`src/rtl/lcd_spi_byte.sv`:
```
// SPI mode-0 byte serializer: 1 setup cycle, 8 two-cycle bits MSB first, 1 hold cycle.
module lcd_spi_byte (
    input  logic       clk,
    input  logic       resetn,
    input  logic       start,
    input  logic       rs,
    input  logic [7:0] din,
    output logic       busy,
    output logic       done,
    output logic       lcd_clk,
    output logic       lcd_cs,
    output logic       lcd_rs,
    output logic       lcd_data
);

    logic [4:0] cnt;
    logic [7:0] sh;

    always_ff @(posedge clk) begin
        if (!resetn) begin
            busy     <= 1'b0;
            done     <= 1'b0;
            cnt      <= '0;
            sh       <= '0;
            lcd_clk  <= 1'b0;
            lcd_cs   <= 1'b1;
            lcd_rs   <= 1'b0;
            lcd_data <= 1'b0;
        end else begin
            done <= 1'b0;
            if (!busy) begin
                if (start) begin
                    busy     <= 1'b1;
                    cnt      <= '0;
                    sh       <= din;
                    lcd_cs   <= 1'b0;
                    lcd_rs   <= rs;
                    lcd_data <= din[7];
                end
            end else begin
                cnt <= cnt + 5'd1;
                unique case (1'b1)
                    !cnt[4]: begin
                        lcd_clk  <= cnt[0];
                        lcd_data <= sh[~cnt[3:1]];
                    end
                    cnt == 5'd16: lcd_clk <= 1'b0;
                    default: begin
                        busy     <= 1'b0;
                        done     <= 1'b1;
                        lcd_cs   <= 1'b1;
                        lcd_data <= 1'b0;
                    end
                endcase
            end
        end
    end

endmodule

```
`config.mk`:
```
export PLATFORM = sky130hd
export DESIGN_NAME = lcd_spi_byte
export DESIGN_NICKNAME = d
export VERILOG_FILES = /design/src/rtl/lcd_spi_byte.sv
export SDC_FILE = /design/constraint.sdc
export NUM_CORES = 1
export LEC_CHECK = 0
export ABC_CLOCK_PERIOD_IN_PS = 1500
export BUFFER_PORTS_ARGS = -buffer_cell sky130_fd_sc_hd__buf_2
export CORE_UTILIZATION = 52
export DETAILED_ROUTE_END_ITERATION = 10
export PLACE_DENSITY = 0.75
export RECOVER_POWER = 50
export SLEW_MARGIN = 20
export SYNTH_ARGS = -nofsm -noshare
export SYNTH_HDL_FRONTEND = slang
export SYNTH_SLANG_ARGS = --single-unit
export TNS_END_PERCENT = 100
```
`constraint.sdc`:
```
create_clock -name clk -period 1.5 [get_ports clk]
set_input_delay 0.15 -clock clk [delete_from_list [all_inputs] [get_ports clk]]
set_output_delay 0.15 -clock clk [all_outputs]
set_load 0.05 [all_outputs]
```
Word-level counts from Yosys, hierarchy flattened --
Cells that the tools add are included.
Storage, ports and cells: output and inout port bits 6, memories 0, bits in latches 0, bits in writable memories 0, bits in read-only memories 0, register bits 19
Operators by class: shift operators 0, multiply operators 0, order comparisons 1, equal/unequal tests 3, reduce and logical (&&, ||, !) cells 9, bitwise operators 2, muxes and demuxes 15, $add $sub $neg 1, divide/modulo/power cells 0
Operators by type and width (number):
- $mux W1 | 10
- $mux W5 | 2
- $reduce_and A2 Y1 | 5
- $add A5 B1 Y5 const B | 1
- $eq A5 B5 Y1 const B | 1
- $lt A3 B4 Y1 const B | 1
- $ne A2 B2 Y1 const B | 2
- $pmux W1 S2 | 2
- $reduce_bool A2 Y1 | 2
- $bmux W1 S3 | 1
- $not A3 Y3 | 1
- $reduce_or A2 Y1 | 1
- $logic_not A1 Y1 | 1
- $not A1 Y1 | 1

Longest topological paths before layout --
depth in word-level cells 5, depth in mapped cells 6

Worst setup path after synthesis --
Ideal clock, no wire load.
path kind register to register, from register busy, to register lcd_data, period minus slack after synthesis 1.460 ns, stages on the path, launching flop included 6, path buffers 2, setup slack 0.040 ns, arrival 1.333 ns, data required time 1.374 ns, setup time 0.126 ns, cells stage by stage dfxtp_1 > buf_2 > buf_2 > a31oi_1 > o21ai_0 > a31oi_1
On the way: longest elaborated chain between the ends 2, elaborated cells on any way between the ends 4, classes of those cells eq/ne: 1; mux: 1; reduce/logical: 2
Ends and longest elaborated chain:
- from (decl) | line 8 | output logic busy,
- from (signal assigned) | line 21 | busy <= 1'b0;
- from (signal assigned) | line 33 | busy <= 1'b1;
- from (signal assigned) | line 49 | busy <= 1'b0;
- $ne A2 B2 Y1 (no line) or $reduce_bool A2 Y1 (tied branches)
- $reduce_and A2 Y1 (no line)
- to (signal assigned) | line 38 | lcd_data <= din[7];
- to (signal assigned) | line 45 | lcd_data <= sh[~cnt[3:1]];
- to (decl) | line 13 | output logic lcd_data
Several ways; a longest one is shown, not always the timed one. A chain may end at the register's enable or synchronous reset.

Worst setup path in the final report --
from register cnt[0], to register lcd_data
On the way: longest elaborated chain between the ends 3, elaborated cells on any way between the ends 5, classes of those cells eq/ne: 2; mux: 2; reduce/logical: 1
Ends and longest elaborated chain:
- from (decl) | line 16 | logic [4:0] cnt;
- from (signal assigned) | line 41 | cnt <= cnt + 5'd1;
- $eq A5 B5 Y1 (*) | line 47 | cnt == 5'd16: lcd_clk <= 1'b0;
- $pmux W1 S2 or $ne A2 B2 Y1 (tied branches)
- $mux W1 or $reduce_and A2 Y1 (tied branches)
Mark *: on every way between the ends. The rest lies on a longest branch, timed or not.

==> reports/metrics.cfg <==
[status]
status = completed

[placed_design]
dp_hpwl_mm = 1.20
io_buffers = 17
dpl-instance-area_sq_um = 973
globalplace.congestion = 0.842

[synth]
syn_inst = 101
ys_warn_count = 0
syn_area_per_cell_sq_um = 8.77
synth_cell_types = 27
syn-num-nets = 115
synthArstFlopShare_pct = 0
netlist_top_cells_area = dfxtp_1 43%, nand2_1 8.5%, a21boi_0 7.6%
ys_seq_elements = 19
synth_top_area_cell = dfxtp_1
synth_ff_type = dfxtp_1
synth-edff-count = 0
syn_area_sq_um = 886
seq_area_frac_synth_pct = 42.9
yosysTopAreaCellShare_pct = 42.9

[clocking]
clk_latency_ns = 0.29
post_cts_buffers = 0
htreeDepth = 1
cts_hold_buf = 0
cts_resized = 0
cts.sinks = 19
cts-root-buf = clkbuf_4
clk_pin_slew_ns = 0.11
clock_path_buffers = 2
cts_tree = yes
cts_buffers = 3

[global_routing]
grt_pass1_vias = 650
grt_max_degree = 20
antenna_found_initial = 0
gr-total-overflow = 0
grt_first_pass_wirelength_mm = 2.75
track_usage_pct = 19.7

[timing]
tightest_slew_ns = 0.609
fin_skew_ns = 0.00705
max_freq_ghz = 0.716
period_needed_ns = 1.40
hold_viol = 0
setup_viol = 0
maxSlewViolCount = 0
slew_headroom_pct = 59.6
period_share_pct = 93.1
setup_tns_ns = 0
grt_setup_unrepaired = no

[die]
core_area_sq_mm = 0.00154
die_x_um = 43.3
dieHeight_um = 43.3
initial_utilization_pct = 57.5
rows = 14
ios = 18
dieArea_sq_mm = 0.00187

[worst_hold_path]
worstHoldStart = din[0]
hold_path_end = sh[0]
hold_class = in2reg
whs_path_depth = 3

[power_and_ir_drop]
max-vdd-ir-drop_mv = 0.668
total_power_uw = 929
p_leak_nw = 0.368
powerDensity_mw_per_mm2 = 934

[layout]
drive_gt1_share_pct = 17.8
layout.cells.most_common = nand2_1
postLayoutCoreUtil_pct = 64.5
diodes = 0
fin_nets = 133
design_area_sq_um = 995
mostFrequentLayoutCells = 20 x nand2_1, 19 x dfxtp_1, 12 x buf_2
area_delta_synth_final_pct = 12.3

[setup_path]
cp.arrival_ns = 1.61
end_kind = register
r2r-start = cnt[0]
regToRegSetupSlack_ns = 0.10
startpoint_type = register
reg2reg_to = lcd_data
reg2reg_depth = 6
path_class = reg2reg
crit_fanout = 4
critPathRequiredTime_ns = 1.72

[route]
num_vias = 709
vias_per_cell = 5.29
drc = 0
avgRoutedWirePerCell_um = 12.7
totalWireLength_mm = 1.70
dr.pass1.iters = 4
drtAntennaViolNets = 0
drtIter0Drc = 17

[run]
drv_cap = 0

-- synthesized netlist by cell type (all sizes together) (3+ instances only) --
cell type,count
nand2,20
dfxtp,19
a21boi,9
nor2b,7
buf,6
nor3b,5
a21oi,4
inv,3
nand3,3
o21ai,3
-- area by class of cell --
| cell class | instances | area, sq um |
|---|---|---|
| Clock inverter | 1 | 5.00 |
| Inverter | 3 | 11.3 |
| Tap cell | 16 | 20.0 |
| Timing Repair Buffer | 20 | 93.8 |
| Fill cell | 152 | 547 |
| Clock buffer | 3 | 22.5 |
| Sequential cell | 19 | 380 |
| Multi-Input combinational cell | 72 | 462 |
-- flip-flops by register name, indices dropped and copies added (netlist names) --
| signal | count |
|---|---|
| lcd_cs | 1 |
| done | 1 |
| lcd_clk | 1 |
| busy | 1 |
| sh | 8 |
| cnt | 5 |
| lcd_data | 1 |
| lcd_rs | 1 |
-- critical path, stage by stage (launching register included) --
cell and delay, ns:
dfxtp_1 0.39, inv_1 0.09, ha_1 0.20, nor3b_2 0.17, a31oi_1 0.22, o21ai_0 0.10
a31oi_1 0.15
-- worst max path at each step --
stage                start  endpoint  slack [ns]
floorplan             busy  lcd_data        0.04
global placement    cnt[0]  lcd_data        0.21
detailed placement  cnt[0]  lcd_data        0.14
CTS                 cnt[0]  lcd_data        0.13
global route        cnt[0]  lcd_data       0.005
finish              cnt[0]  lcd_data        0.10
-- power breakdown --
part | total (mW) | internal, mW | switching (mW)
sequential | 0.546 | 0.528 | 0.0178
combinational | 0.135 | 0.0489 | 0.0862
clock | 0.247 | 0.0991 | 0.148
-- logic make-up (layout without fill, tap and decap cells) --
logic type	after synthesis	in the layout	share of synthesized area, %
AND/OR/NAND/NOR	43	43	24.3
AO/OA/AOI/OAI	22	22	17.4
flip-flops	19	19	42.9
buffers and inverters	10	27	5.79
multiplexers	3	3	4.80
adder cells (fa/ha/maj)	2	2	2.82
XOR/XNOR	2	2	1.98
-- per-stage QoR --
stage / hold slack [ns] / cells / setup WS [ns]
global placement: 0.400 / 130 / 0.206
global route: 0.0997 / 134 / 0.00502
finish: 0.0910 / 134 / 0.103
CTS: 0.0876 / 134 / 0.125
detailed placement: 0.407 / 130 / 0.136
floorplan: 0.288 / 101 / 0.0405
-- routing by layer --
metal / part of all wire, % / vias to the layer above / routed length, um / track usage, %
li1: - / 375 / - / -
met1: 50 / 315 / 850 / 26.3
met2: 45 / 15 / 766 / 31.3
met3: 3.2 / 4 / 54 / 2.55
met4: 1.5 / 0 / 25 / 9.09
met5: 0 / - / 0 / 0
No activity file was read; power rests on OpenSTA's default activity.
